## src/rtl/pending_request_scheduler_priority_encoder.sv

```systemverilog
// Lowest-set-bit priority encoder: bit 0 has the highest priority.
// Purely combinational. o_valid is low and o_out is zero when no input bit is set.
module priority_encoder #(
  parameter int IW = 4
) (
  input  logic [IW-1:0]         i_in,
  output logic [$clog2(IW)-1:0] o_out,
  output logic                  o_valid
);

  localparam int IDXW = $clog2(IW);

  // Scan from the top bit down, so the lowest set bit is the last one written and wins.
  always_comb begin
    o_out   = '0;
    o_valid = 1'b0;
    for (int i = IW - 1; i >= 0; i--) begin
      if (i_in[i]) begin
        o_out   = IDXW'(i);
        o_valid = 1'b1;
      end
    end
  end

endmodule

```

## src/rtl/pending_request_scheduler.sv

```systemverilog
// Sticky request collector: latches one-cycle request pulses and issues each one once.
// Issue order is lowest index first, through a registered valid/ready output stage.
module pending_request_scheduler #(
  parameter int IW = 4
) (
  input  logic                  i_clock,
  input  logic                  i_aresetn,
  input  logic                  i_flush,
  input  logic [IW-1:0]         i_req,
  output logic [$clog2(IW)-1:0] o_idx,
  output logic                  o_valid,
  input  logic                  i_ready,
  output logic [IW-1:0]         o_pending,
  output logic                  o_busy
);

  localparam int IDXW = $clog2(IW);

  logic [IW-1:0]   pending_q, pending_d;
  logic [IW-1:0]   issueMask;
  logic [IDXW-1:0] idx_q, idx_d;
  logic [IDXW-1:0] selIdx;
  logic            valid_q, valid_d;
  logic            selValid;
  logic            load;

  priority_encoder #(
    .IW (IW)
  ) u_prio (
    .i_in    (pending_q),
    .o_out   (selIdx),
    .o_valid (selValid)
  );

  // The output stage can take a new index when it is empty or is being drained in this cycle.
  assign load      = selValid && (!valid_q || i_ready);
  assign issueMask = load ? (IW'(1) << selIdx) : '0;

  // Flush overrides everything, including requests that arrive in the same cycle.
  always_comb begin
    pending_d = (pending_q & ~issueMask) | i_req;
    valid_d   = valid_q;
    idx_d     = idx_q;
    if (i_flush) begin
      pending_d = '0;
      valid_d   = 1'b0;
    end else if (load) begin
      valid_d = 1'b1;
      idx_d   = selIdx;
    end else if (valid_q && i_ready) begin
      valid_d = 1'b0;
    end
  end

  always_ff @(posedge i_clock or negedge i_aresetn) begin
    if (!i_aresetn) begin
      pending_q <= '0;
      valid_q   <= 1'b0;
      idx_q     <= '0;
    end else begin
      pending_q <= pending_d;
      valid_q   <= valid_d;
      idx_q     <= idx_d;
    end
  end

  assign o_idx     = idx_q;
  assign o_valid   = valid_q;
  assign o_pending = pending_q;
  assign o_busy    = valid_q || (|pending_q);

endmodule
```

## config.mk

```make
export PLATFORM = sky130hd
export DESIGN_NAME = pending_request_scheduler
export DESIGN_NICKNAME = d
export VERILOG_FILES = /design/src/rtl/pending_request_scheduler_priority_encoder.sv /design/src/rtl/pending_request_scheduler.sv
export SDC_FILE = /design/constraint.sdc
export NUM_CORES = 1
export LEC_CHECK = 0
export BUFFER_PORTS_ARGS = -buffer_cell sky130_fd_sc_hd__buf_4
export CAP_MARGIN = 20
export CORE_AREA = 3 3 40 42
export DETAILED_ROUTE_END_ITERATION = 8
export DIE_AREA = 0 0 43 45
export SETUP_SLACK_MARGIN = 0.02
export SLEW_MARGIN = 20
export SYNTH_ARGS = -nofsm -noshare
export SYNTH_HDL_FRONTEND = slang
export SYNTH_SLANG_ARGS = --single-unit
```

## constraint.sdc

```tcl
create_clock -name i_clock -period 1.4 [get_ports i_clock]
set_clock_uncertainty 0.15 [all_clocks]
set_input_delay 0.14 -clock i_clock [delete_from_list [all_inputs] [get_ports i_clock]]
set_output_delay 0.14 -clock i_clock [all_outputs]
set_load 0.01 [all_outputs]
```

==> results summary <==
The clock period could shrink to 1360 ps. For the final routed database, the setup TNS stands at 0 ps. The routed wirelength normalized by instance count came out at 12.1 um. The first global-routing pass estimated between 1000 and 1500 um of wire. Across every metal layer, demand over resource in global routing totals under 10%. In this run the static leakage power is between 0.2 and 0.3 nW. The net switching share of the total power is 27.9%. The flow ran to the end, and the final reports show no timing, DRC or antenna violations. The portion of total power attributed to combinational logic came out at around a quarter. The arrival time of the worst setup path came out at between 1000 and 1500 ps. The worst register-to-register path ends at o_idx[0]. The count of routing violations after the opening detailed-route iteration came out at 15. The buffer levels on the longest clock path came out at 2. The number of failing hold endpoints at the final stage came to 0.

In the layout the commonest cells are buf_4, dlygate4sd3_1, a21oi_1, dfrtp_1. The total routed wirelength is 883 um. The number of H-tree branching levels is 1.

TritonCTS built the clock tree. Static timing analysis puts the maximum clock frequency at ~730 MHz. The setup path with the least slack is of type in -> reg. The post-detailed-route count of antenna-violating nets came out at 0. The clock latency on the worst-skew pair came out at approximately 250 ps. The number of stages on the worst hold path is 3. After routing the design area is 574 um2. The number of maximum-capacitance constraint violations is 0. The reg-to-reg critical path startpoint is o_pending[0]. The post-synthesis sequential area ratio is about half. The netlist area before placement came out at approximately 340 um2. The mean cell area of the mapped netlist came out at between 10 and 15 um2.

The number of placement rows is 13. The number of primary I/O pins is 16. The placed wire-length estimate after detailed placement is 568 um. At the end of the flow, the number of nets in the layout was 67. The portion of the clock cycle consumed by the worst path in the final layout came out at 97.4%. By area the synthesized netlist is led by dfrtp_1, o32a_2, a21oi_1, nor2_1, a2bb2oi_2. The length in cells of the worst reg-to-reg path came out at 3. The DRC violation count after routing is 0. The internal cell power came out at around 0.42 mW. Cells fill between 40 and 50% of the core in the end. The post-synthesis net count came out at 41.

The share of total power dissipated in sequential elements is between 40% and 50%. The top cell type by total area after synthesis is dfrtp_1. The number of vias per cell after detailed routing is roughly 4.6. The total number of clock tree sinks came out at 7. The die is 43 um wide. The pre-antenna-repair detailed-routing pass consisted of 4 iterations. Yosys mapped the design onto 15 distinct sky130hd cell types. The final setup violation count is 0. Clock-pin slew was measured on the worst setup and hold paths at around 60 ps. The register bit total from synthesis came out at 7. The maximum number of pins on one net before global-route repair is 11. In this run the clock root is driven by a clkbuf_4.

The total number of yosys warnings came out at 0. The number of buffers added by the clock tree synthesis step came out at 3. The worst setup path is launched from an input pin.

The transition time at the pin with the least slew margin came out at between 200 and 250 ps. The initial core utilization came out at around a quarter. The max-slew violation count is 0.

The net switching component of the power came out at 0.164 mW. The path class of the tightest hold or removal check is in -> reg. The weighted congestion reported at the end of routability-driven placement is about 0.63. The total congestion overflow came out at 0. The vertical extent of the die is around 45 um. The signed area change from the synthesized netlist to the final layout came out at 68.8%.

The design draws 0.587 mW. The top cell type by area accounts for 51.5% of the synthesized area. The number of antenna repair diodes came out at 0.

The register-to-register setup slack came out at approximately 80 ps. Headroom to the max-slew limit came out at a little over four fifths. The ratio of cells with drive above 1 in the final layout came out at between 50% and 60%.

The initial antenna violation count is 0. For hold timing, the worst endpoint is o_pending[3]. Buffers placed on the I/O ports in this run total 15. Summing over every cut layer, the via total after detailed routing is about 340. The biggest fanout along the worst timing path is 10. The post-synthesis cell count is 33.

STA puts the critical path data required time at between 1000 and 1500 ps. The power density over the cells is 1020 nW/um2. The library cell used most frequently in the layout, excluding fill and tap cells, is buf_4.

IR analysis of the VDD net gives a maximum drop of roughly 0.5 mV. The number of global-route vias before repair was ~320. The core footprint came out at ~1300 um2. The total cell area at the placement stage is between 400 and 500 um2. The worst hold path begins at i_req[3]. The clock group share of total power is between 30% and 40%. Setup repair after global routing could not meet its margin everywhere. STA classifies the critical path endpoint as a register.

The floorplan step defined a die boundary enclosing around 1900 um2.
[cell usage after synthesis (all sizes together)]
master and n:
dfrtp 7, nor2 5, a21oi 4, inv 3, buf 2, nor3 2, o21ai 2, o32a 2
a211oi 1, a2bb2oi 1, nand3b 1, nor2b 1, o31ai 1, or3 1
[layout make-up]
class                           instances  area [um2]
Fill cell                             130         711
Timing Repair Buffer                   23         185
Sequential cell                         7         179
Multi-Input combinational cell         21         154
Clock buffer                            4        26.3
Tap cell                               15        18.8
Inverter                                3        11.3
[critical path, stage by stage]
cell and delay [ps]:
dlygate4sd3_1 540, buf_4 170, o32a_2 370, a2bb2oi_2 130
[state kept, by name, summed over array words and instances (netlist names)]
| signal | cells |
|---|---|
| o_idx | 2 |
| o_valid | 1 |
| o_pending | 4 |
[what timing repair did]
item | in CTS | in global routing
endpoints found under the hold margin | 12 | 0
gates resized for setup | 1 | 6
pin swaps | 1 | 3
setup buffers | 0 | 3
hold buffers | 5 | 0
setup endpoints to repair | 1 | 1
[layer usage]
metal	global-route usage (%)	vias to the layer above	part of all wire (%)
met4	7.23	0	0
met5	0	-	0
li1	-	167	-
met2	15.9	9	56
met3	2.79	0	4.3
met1	10.2	161	40
[worst max-delay path by stage]
stage          slack (ps)  cells after the start        to    startpoint
2_1_floorplan          40                      4  o_idx[0]       o_valid
3_3_place_gp          160                      3  o_idx[0]       o_valid
3_5_place_dp          120                      3  o_idx[0]       o_valid
4_1_cts                20                      3    o_busy  o_pending[1]
5_1_grt                30                      4  o_idx[0]       i_flush
6_report               40                      4  o_idx[0]       i_flush
[power by group through the flow]
stage	clock [mW]	combinational (mW)	sequential, mW
2_1_floorplan	0	0.0579	0.252
6_report	0.189	0.150	0.247
4_1_cts	0.192	0.139	0.243
5_1_grt	0.203	0.165	0.249
3_3_place_gp	0	0.126	0.244
3_5_place_dp	0	0.127	0.245
[logic make-up after synthesis]
logic type / synth area share (%)
AO/OA/AOI/OAI: 24.3
buffers and inverters: 7.72
flip-flops: 51.5
AND/OR/NAND/NOR: 16.5
[stage by stage]
stage	cells	hold WS [ps]	setup slack, ps
after floorplan	33	-306	35.6
after global placement	61	-191	164
after detailed placement	61	-191	123
after CTS	70	18.9	23.3
after global routing	73	40.8	28.9
final	73	19.6	36.8
(Power assumes the default switching activity.)
